==> config.mk <==
export PLATFORM = sky130hd
export DESIGN_NAME = wb_result_tracer
export DESIGN_NICKNAME = d
export VERILOG_FILES = /design/src/rtl/wb_result_tracer.sv
export SDC_FILE = /design/constraint.sdc
export NUM_CORES = 1
export LEC_CHECK = 0
export BUFFER_PORTS_ARGS = -buffer_cell sky130_fd_sc_hd__buf_4
export CORE_MARGIN = 8
export CORE_UTILIZATION = 40
export DETAILED_ROUTE_END_ITERATION = 8
export PLACE_DENSITY = 0.64
export SETUP_SLACK_MARGIN = 0.2
export SLEW_MARGIN = 20
export SYNTH_ARGS = -nofsm -noshare
export SYNTH_HDL_FRONTEND = slang
export SYNTH_SLANG_ARGS = --single-unit
==> constraint.sdc <==
create_clock -name cclk -period 6.49 [get_ports cclk]
set_clock_uncertainty 0.05 [all_clocks]
set_input_delay 1.298 -clock cclk [delete_from_list [all_inputs] [get_ports cclk]]
set_output_delay 1.298 -clock cclk [all_outputs]
set_load 0.05 [all_outputs]
==> src/rtl/wb_result_tracer.sv <==
// wb_result_tracer: FIFO trace of register-file writebacks with drop/retire accounting.
// The head entry is pre-registered so out_* never depend combinationally on wb_*.
module wb_result_tracer #(
    parameter int DEPTH       = 16,
    parameter int FILTER_ZERO = 1,
    parameter int CNT_W       = 32
) (
    input  logic                     cclk,
    input  logic                     rst,
    input  logic                     clear,
    input  logic                     wb_en,
    input  logic [4:0]               wb_rd,
    input  logic [31:0]              wb_data,
    output logic                     out_valid,
    input  logic                     out_ready,
    output logic [4:0]               out_rd,
    output logic [31:0]              out_data,
    output logic [$clog2(DEPTH):0]   count,
    output logic                     overflow,
    output logic [CNT_W-1:0]         retire_cnt,
    output logic [CNT_W-1:0]         drop_cnt
);
    localparam int AW = $clog2(DEPTH);
    localparam int CW = AW + 1;

    logic [36:0]   mem [DEPTH];
    logic [AW-1:0] wr_ptr, rd_ptr, next_rd;
    logic [CW-1:0] next_cnt;
    logic [36:0]   next_head;
    logic          q, pop, push, full, drop, new_head;

    assign out_valid = count != '0;

    always_comb begin
        full      = count == CW'(DEPTH);
        q         = wb_en && !(FILTER_ZERO != 0 && wb_rd == 5'd0);
        pop       = out_valid && out_ready;
        push      = q && (!full || pop);
        drop      = q && full && !pop;
        next_rd   = rd_ptr + AW'(pop);
        next_cnt  = count + CW'(push) - CW'(pop);
        // an entry written into a buffer that is (or is becoming) empty is the new head
        new_head  = push && (count - CW'(pop)) == '0;
        next_head = new_head ? {wb_rd, wb_data} : (next_cnt == '0 ? '0 : mem[next_rd]);
    end

    always_ff @(posedge cclk) begin
        if (push && !clear)
            mem[wr_ptr] <= {wb_rd, wb_data};
    end

    always_ff @(posedge cclk or negedge rst) begin
        if (!rst) begin
            wr_ptr     <= '0;
            rd_ptr     <= '0;
            count      <= '0;
            out_rd     <= '0;
            out_data   <= '0;
            overflow   <= 1'b0;
            retire_cnt <= '0;
            drop_cnt   <= '0;
        end else if (clear) begin
            wr_ptr     <= '0;
            rd_ptr     <= '0;
            count      <= '0;
            out_rd     <= '0;
            out_data   <= '0;
            overflow   <= 1'b0;
            retire_cnt <= '0;
            drop_cnt   <= '0;
        end else begin
            wr_ptr               <= wr_ptr + AW'(push);
            rd_ptr               <= next_rd;
            count                <= next_cnt;
            {out_rd, out_data}   <= next_head;
            if (drop)
                overflow <= 1'b1;
            if (q && !(&retire_cnt))
                retire_cnt <= retire_cnt + 1'b1;
            if (drop && !(&drop_cnt))
                drop_cnt <= drop_cnt + 1'b1;
        end
    end
endmodule

## Word-level counts from Yosys, hierarchy flattened

Memory sizes are Yosys's and may differ from the RTL's.
Index checks and enable logic that the tools add are counted.

| cells by class | value |
|---|---|
| add/sub/neg operators | 7 |
| equality and inequality tests | 1 |
| mux-type cells | 15 |
| reductions and logical operators | 25 |

Operators with widths:

| cell | number |
|---|---|
| 32-bit 2-to-1 mux | 5 |
| 37-bit 2-to-1 mux | 2 |
| 32-bit by 1-bit adder with 32-bit output (second input constant) | 2 |
| 32-bit AND reduction | 2 |
| 5-bit zero test | 3 |
| 5-bit 2-to-1 mux | 2 |
| 5-bit by 1-bit subtractor with 5-bit output | 2 |
| 1-bit logical AND | 9 |
| 4-bit by 1-bit adder with 4-bit output | 2 |
| 4-bit 2-to-1 mux | 2 |
| 1-bit zero test | 6 |
| 2-bit nonzero test | 3 |
| 5-bit by 1-bit adder with 5-bit output | 1 |
| 5-bit == test (second input constant) | 1 |
| 5-bit nonzero test | 1 |
| 1-bit 2-to-1 mux | 4 |
| 1-bit logical OR | 1 |

| word-level totals | value |
|---|---|
| register bits | 115 |
| RAM bits | 592 |
| bits of input ports | 42 |
| logic and storage cells | 57 |
| memories | 1 |

Memory list:

| memory | depth | bits a word | read ports | clocked after memory_dff | wr ports | line | RTL |
|---|---|---|---|---|---|---|---|
| mem | 16 | 37 | 1 | 0 | 1 | 26 | `logic [36:0] mem [DEPTH];` |

## Depth between registers and ports, before layout

| depth | value |
|---|---|
| word-level depth | 10 |
| depth in mapped cells | 16 |

## Worst setup path after synthesis

Ideal clock, no wire load.

| path | value |
|---|---|
| path type | input to register |
| start | input port out_ready |
| end | memory mem[2][0] (enable) |
| arrival time | 5.065 ns |
| data required time | 5.963 ns |
| slack | 0.898 ns |
| stages on the path | 5 |
| cell sequence | nor2b_1 -> and2_1 -> or2_2 -> or4b_2 -> nor3_1 |

| between the ends | value |
|---|---|
| word-level cells in the longest chain between the ends | 6 |

RTL lines:

| what | line | RTL |
|---|---|---|
| start, declared | 15 | `input logic out_ready,` |
| 1-bit logical AND | 37 | `pop = out_valid && out_ready;` |
| 1-bit logical OR | 38 | `push = q && (!full \|\| pop);` |
| 1-bit logical AND | 38 |  |
| 1-bit logical AND | 48 | `if (push && !clear)` |
| 1-bit 2-to-1 mux | 48 |  |
| 1-bit 2-to-1 mux (implied by the code) | 49 | `mem[wr_ptr] <= {wb_rd, wb_data};` |
| end, declared | 26 |  |

Every way passes these cells.

## Final worst setup path

| path | value |
|---|---|
| start | input port wb_rd[0] |
| end | register out_data[30] |

| between the ends | value |
|---|---|
| word-level cells in the longest chain between the ends | 10 |
| elaborated cells between the ends (all ways) | 11 |
| those cells by class | 2 x add/sub; 3 x mux; 6 x reduce/logical |

RTL lines:

| what | line | RTL |
|---|---|---|
| start, declared | 12 | `input logic [4:0] wb_rd,` |
| 5-bit zero test * | 36 | `q = wb_en && !(FILTER_ZERO != 0 && wb_rd == 5'd0);` |
| 1-bit zero test * | 36 |  |
| 1-bit logical AND * | 36 |  |
| 1-bit logical AND * | 38 |  |
| 5-bit by 1-bit adder with 5-bit output | 41 | `next_cnt = count + CW'(push) - CW'(pop);` |
| 5-bit by 1-bit subtractor with 5-bit output | 41 |  |
| 5-bit zero test | 44 | `next_head = new_head ? {wb_rd, wb_data} : (next_cnt == '0 ? '0 : mem[next_rd]);` |
| 37-bit 2-to-1 mux | 44 |  |
| 37-bit 2-to-1 mux * | 44 |  |
| 32-bit 2-to-1 mux * | 62 | `end else if (clear) begin` |
| end signal, assigned | 75 | `{out_rd, out_data} <= next_head;` |
| end, declared | 17 | `output logic [31:0] out_data,` |

Mark *: on every way between the ends. The rest lies on a longest branch, timed or not.
A chain may end at the register's enable or synchronous reset.

==> flow_summary.ini <==
[pwr]
vdd_drop_max_v = 0.0003494
switchingPower_mw = 3.554
clkPwrFrac_pct = 31.8
pwr-share-comb_pct = 27.4
power_density_nw_per_um2 = 388.8
p_total_mw = 12.73
p_int_mw = 9.177
switching_share_pct = 27.92
pwr-share-seq_pct = 40.7
p_leak_nw = 10.92

[place]
gp_congestion = 0.7724
numPortBuffers = 149
hpwl_um = 35680

[yosys]
synth_top_family_by_area = multiplexers
synth-compound-area-share_pct = 3.778
synth_top_area_share_pct = 63.52
yosysSeqAreaShare_pct = 73.81
synthSimpleGateAreaFrac_pct = 4.721
synth_area_sq_um = 27990
synthArstFlopShare_pct = 16.27
ys_ff_latch = 707
synth_area_leaders = edfxtp_1, mux4_2, dfrtp_1
synth_xor_area_share_pct = 0.3756
yosys.area.top_type = edfxtp_1
ys.flop_type = edfxtp_1
synthAdderAreaFrac_pct = 0.6975
synth_cell_types = 59
yosys_warnings = 0
syn_area_per_cell_sq_um = 19.96
synth_cells = 1402
synth_edf_count = 592
syn_nets = 1459
synthMuxAreaShare_pct = 15.24

[drt]
dr.first_iter.drc_count = 1257
finalWirelength_um = 65520
drc = 0
wl_per_cell_um = 25.37
dr_total_vias = 14540
vias_per_cell = 5.631
ant_nets = 0
dr.pass1.iters = 6

[critical_path]
slowest_delay_ps = 620
worstSetupPathType = input port to register
critPathArrivalTime_ps = 4970
crit_chain = buf_4 > or4_4 > o21ai_4 > nand2_1 > o21ai_0 > ha_1 > inv_1 > fa_1 > nor3_1 > or4_1 > a21oi_1 > a221oi_4 > buf_4 > a22o_1
cp-start-kind = input port
crit_required_ps = 6980
crit_top_cell = buf_4
crit_path_top_delay_cell = buf_4
end_kind = register
path_max_fanout = 37

[cts]
path_clk_slew_ps = 60
root_buffer = clkbuf_16
post_cts_buffers = 0
clkLatencyLatePin_ps = 620
h-tree-depth = 3
post_cts_resize_count = 0
clock_path_buffers = 3
cts_made_buffers = 72
cts.sinks = 707
cts_tree = done
hold_buffers = 0

[cells_and_area]
fin_util_pct = 47.00
fin_nets = 1642
nFillCells = 5808
drive_gt1_share_pct = 31.44
synthToLayoutAreaGrowth_pct = 16.99

[die]
dieArea_sq_um = 78680
start_util_pct = 40.17
io_pins = 150
die_w_um = 280.5
row_count = 97
core-area_sq_um = 69660
die_h_um = 280.5

[timing]
fmaxAchievable_mhz = 223.0
period_share_pct = 69.11
rsz0062_at_grt = no
finalCriticalPeriod_ps = 4485
slew_viol_final = 0
hold_violations = 0
setup_viol = 0
hold_ws_ps = 484.9
worst_pin_slew_ps = 1085
finalSetupTns_ps = 0
slew_headroom_pct = 27.48

[global_route]
antenna_found_initial = 3
grt_max_degree = 91
grt_pass1_vias = 15140
grtUsageTotal_pct = 16.55
gr-total-overflow = 0
grt_pass1_wl_um = 97300

[run_status]
run_status = complete, no violations

[worst_hold_path]
hold_path.class = register to register

[flow_run]
max_cap_violations = 0
-- cell usage after synthesis, types with 5 or more instances --
cell / instances
a21oi_1: 52
a22o_1: 37
and3_1: 7
buf_1: 10
buf_2: 18
clkbuf_1: 40
dfrtp_1: 115
edfxtp_1: 592
ha_1: 14
inv_1: 14
mux2_2: 5
mux4_2: 185
nand2_1: 25
nand2b_1: 5
nand3_1: 28
nand4_1: 17
nor2_1: 41
nor2b_1: 14
nor3_1: 13
nor4_1: 8
o21ai_0: 27
o31ai_1: 23
or3_1: 31
or4_1: 23
xnor2_1: 6
xor2_1: 6
-- placed cells by master (no fill, tap or decap), types with 3 or more instances in the layout --
cell	n
clkbuf_16	73
mux2_2	5
clkbuf_8	7
clkinvlp_4	4
o21ai_0	27
clkbuf_1	17
nor2_1	29
clkinv_1	5
dfrtp_1	115
xnor2_1	5
nand4_1	17
nor2b_1	14
mux4_2	185
ha_1	12
bufinv_16	4
nor2_4	12
nand2b_1	5
inv_1	14
nor3_1	9
and3_1	7
edfxtp_1	592
nor3_2	4
buf_4	177
nand3_1	28
or2_2	3
a21oi_1	52
a22o_1	37
buf_12	4
nand2_1	25
nor4_1	8
clkinv_2	13
or4_1	23
xor2_1	5
or3_1	31
o31ai_1	23
-- final cells by class --
type / count / area (sq um) / area share (%)
clock inverter: 33 / 332.8 / 1.017
antenna: 1 / 2.502 / 0.007643
timing repair buffer: 182 / 1420 / 4.337
inverter: 15 / 56.30 / 0.1720
multi-input combinational: 607 / 7112 / 21.72
tap: 940 / 1176 / 3.592
sequential: 707 / 20650 / 63.08
clock buffer: 97 / 1987 / 6.068
-- logic make-up after synthesis --
| family | Yosys count |
|---|---|
| buf+inv | 88 |
| simple gates | 233 |
| flops | 707 |
| compound gates | 153 |
| xor+xnor | 12 |
| fa+ha+maj | 15 |
| mux | 194 |
-- critical path: cells and delay by family --
family          cells  cell delay, ps
simple gates        4            1220
buf+inv             3             850
compound gates      5             970
fa+ha+maj           2             600
-- sequential cells by signal, summed over array words and instances (netlist names) --
signal,cells
mem,592
overflow,1
wr_ptr,4
out_rd,5
drop_cnt,32
out_data,32
count,5
rd_ptr,4
retire_cnt,32
-- metrics by stage --
| step | cells | area, sq um | setup slack [ps] |
|---|---|---|---|
| after floorplan | 1402 | 27990 | 898.2 |
| after global placement | 2451 | 30420 | 1483 |
| after detailed placement | 2451 | 30420 | 1393 |
| after CTS | 2581 | 32740 | 2002 |
| after global routing | 2581 | 32740 | 1737 |
| final | 2582 | 32740 | 2005 |
-- path summary, 6_finish.rpt --
path                       depth (start not counted)  slack (ps)  startpoint            end
max in group asynchronous                          2        4490         rst   drop_cnt[14]
hold reg to reg                                    2         480    overflow       overflow
min in group asynchronous                          1         780         rst  retire_cnt[0]
setup / recovery                                  14        2000    wb_rd[0]   out_data[30]
setup reg to reg                                  10        2080    count[2]   out_data[23]
hold / removal                                     2         480    overflow       overflow
-- metal layers --
metal	global-route usage, %	vias to the layer above	routed length, um
li1	-	6201	-
met1	21.96	7772	27330
met2	27.48	480	32170
met3	3.924	82	4921
met4	4.102	4	1070
met5	0	-	27
-- power groups by stage --
| stage | combinational [mW] | sequential, mW | clock, mW |
|---|---|---|---|
| 6_report | 3.49 | 5.19 | 4.05 |
| 5_1_grt | 3.74 | 5.20 | 4.32 |
| 4_1_cts | 3.57 | 5.19 | 4.14 |
| 3_5_place_dp | 3.57 | 5.28 | 0 |
| 3_3_place_gp | 3.53 | 5.28 | 0 |
| 2_1_floorplan | 2.35 | 5.59 | 0 |
(Power assumes the default switching activity.)
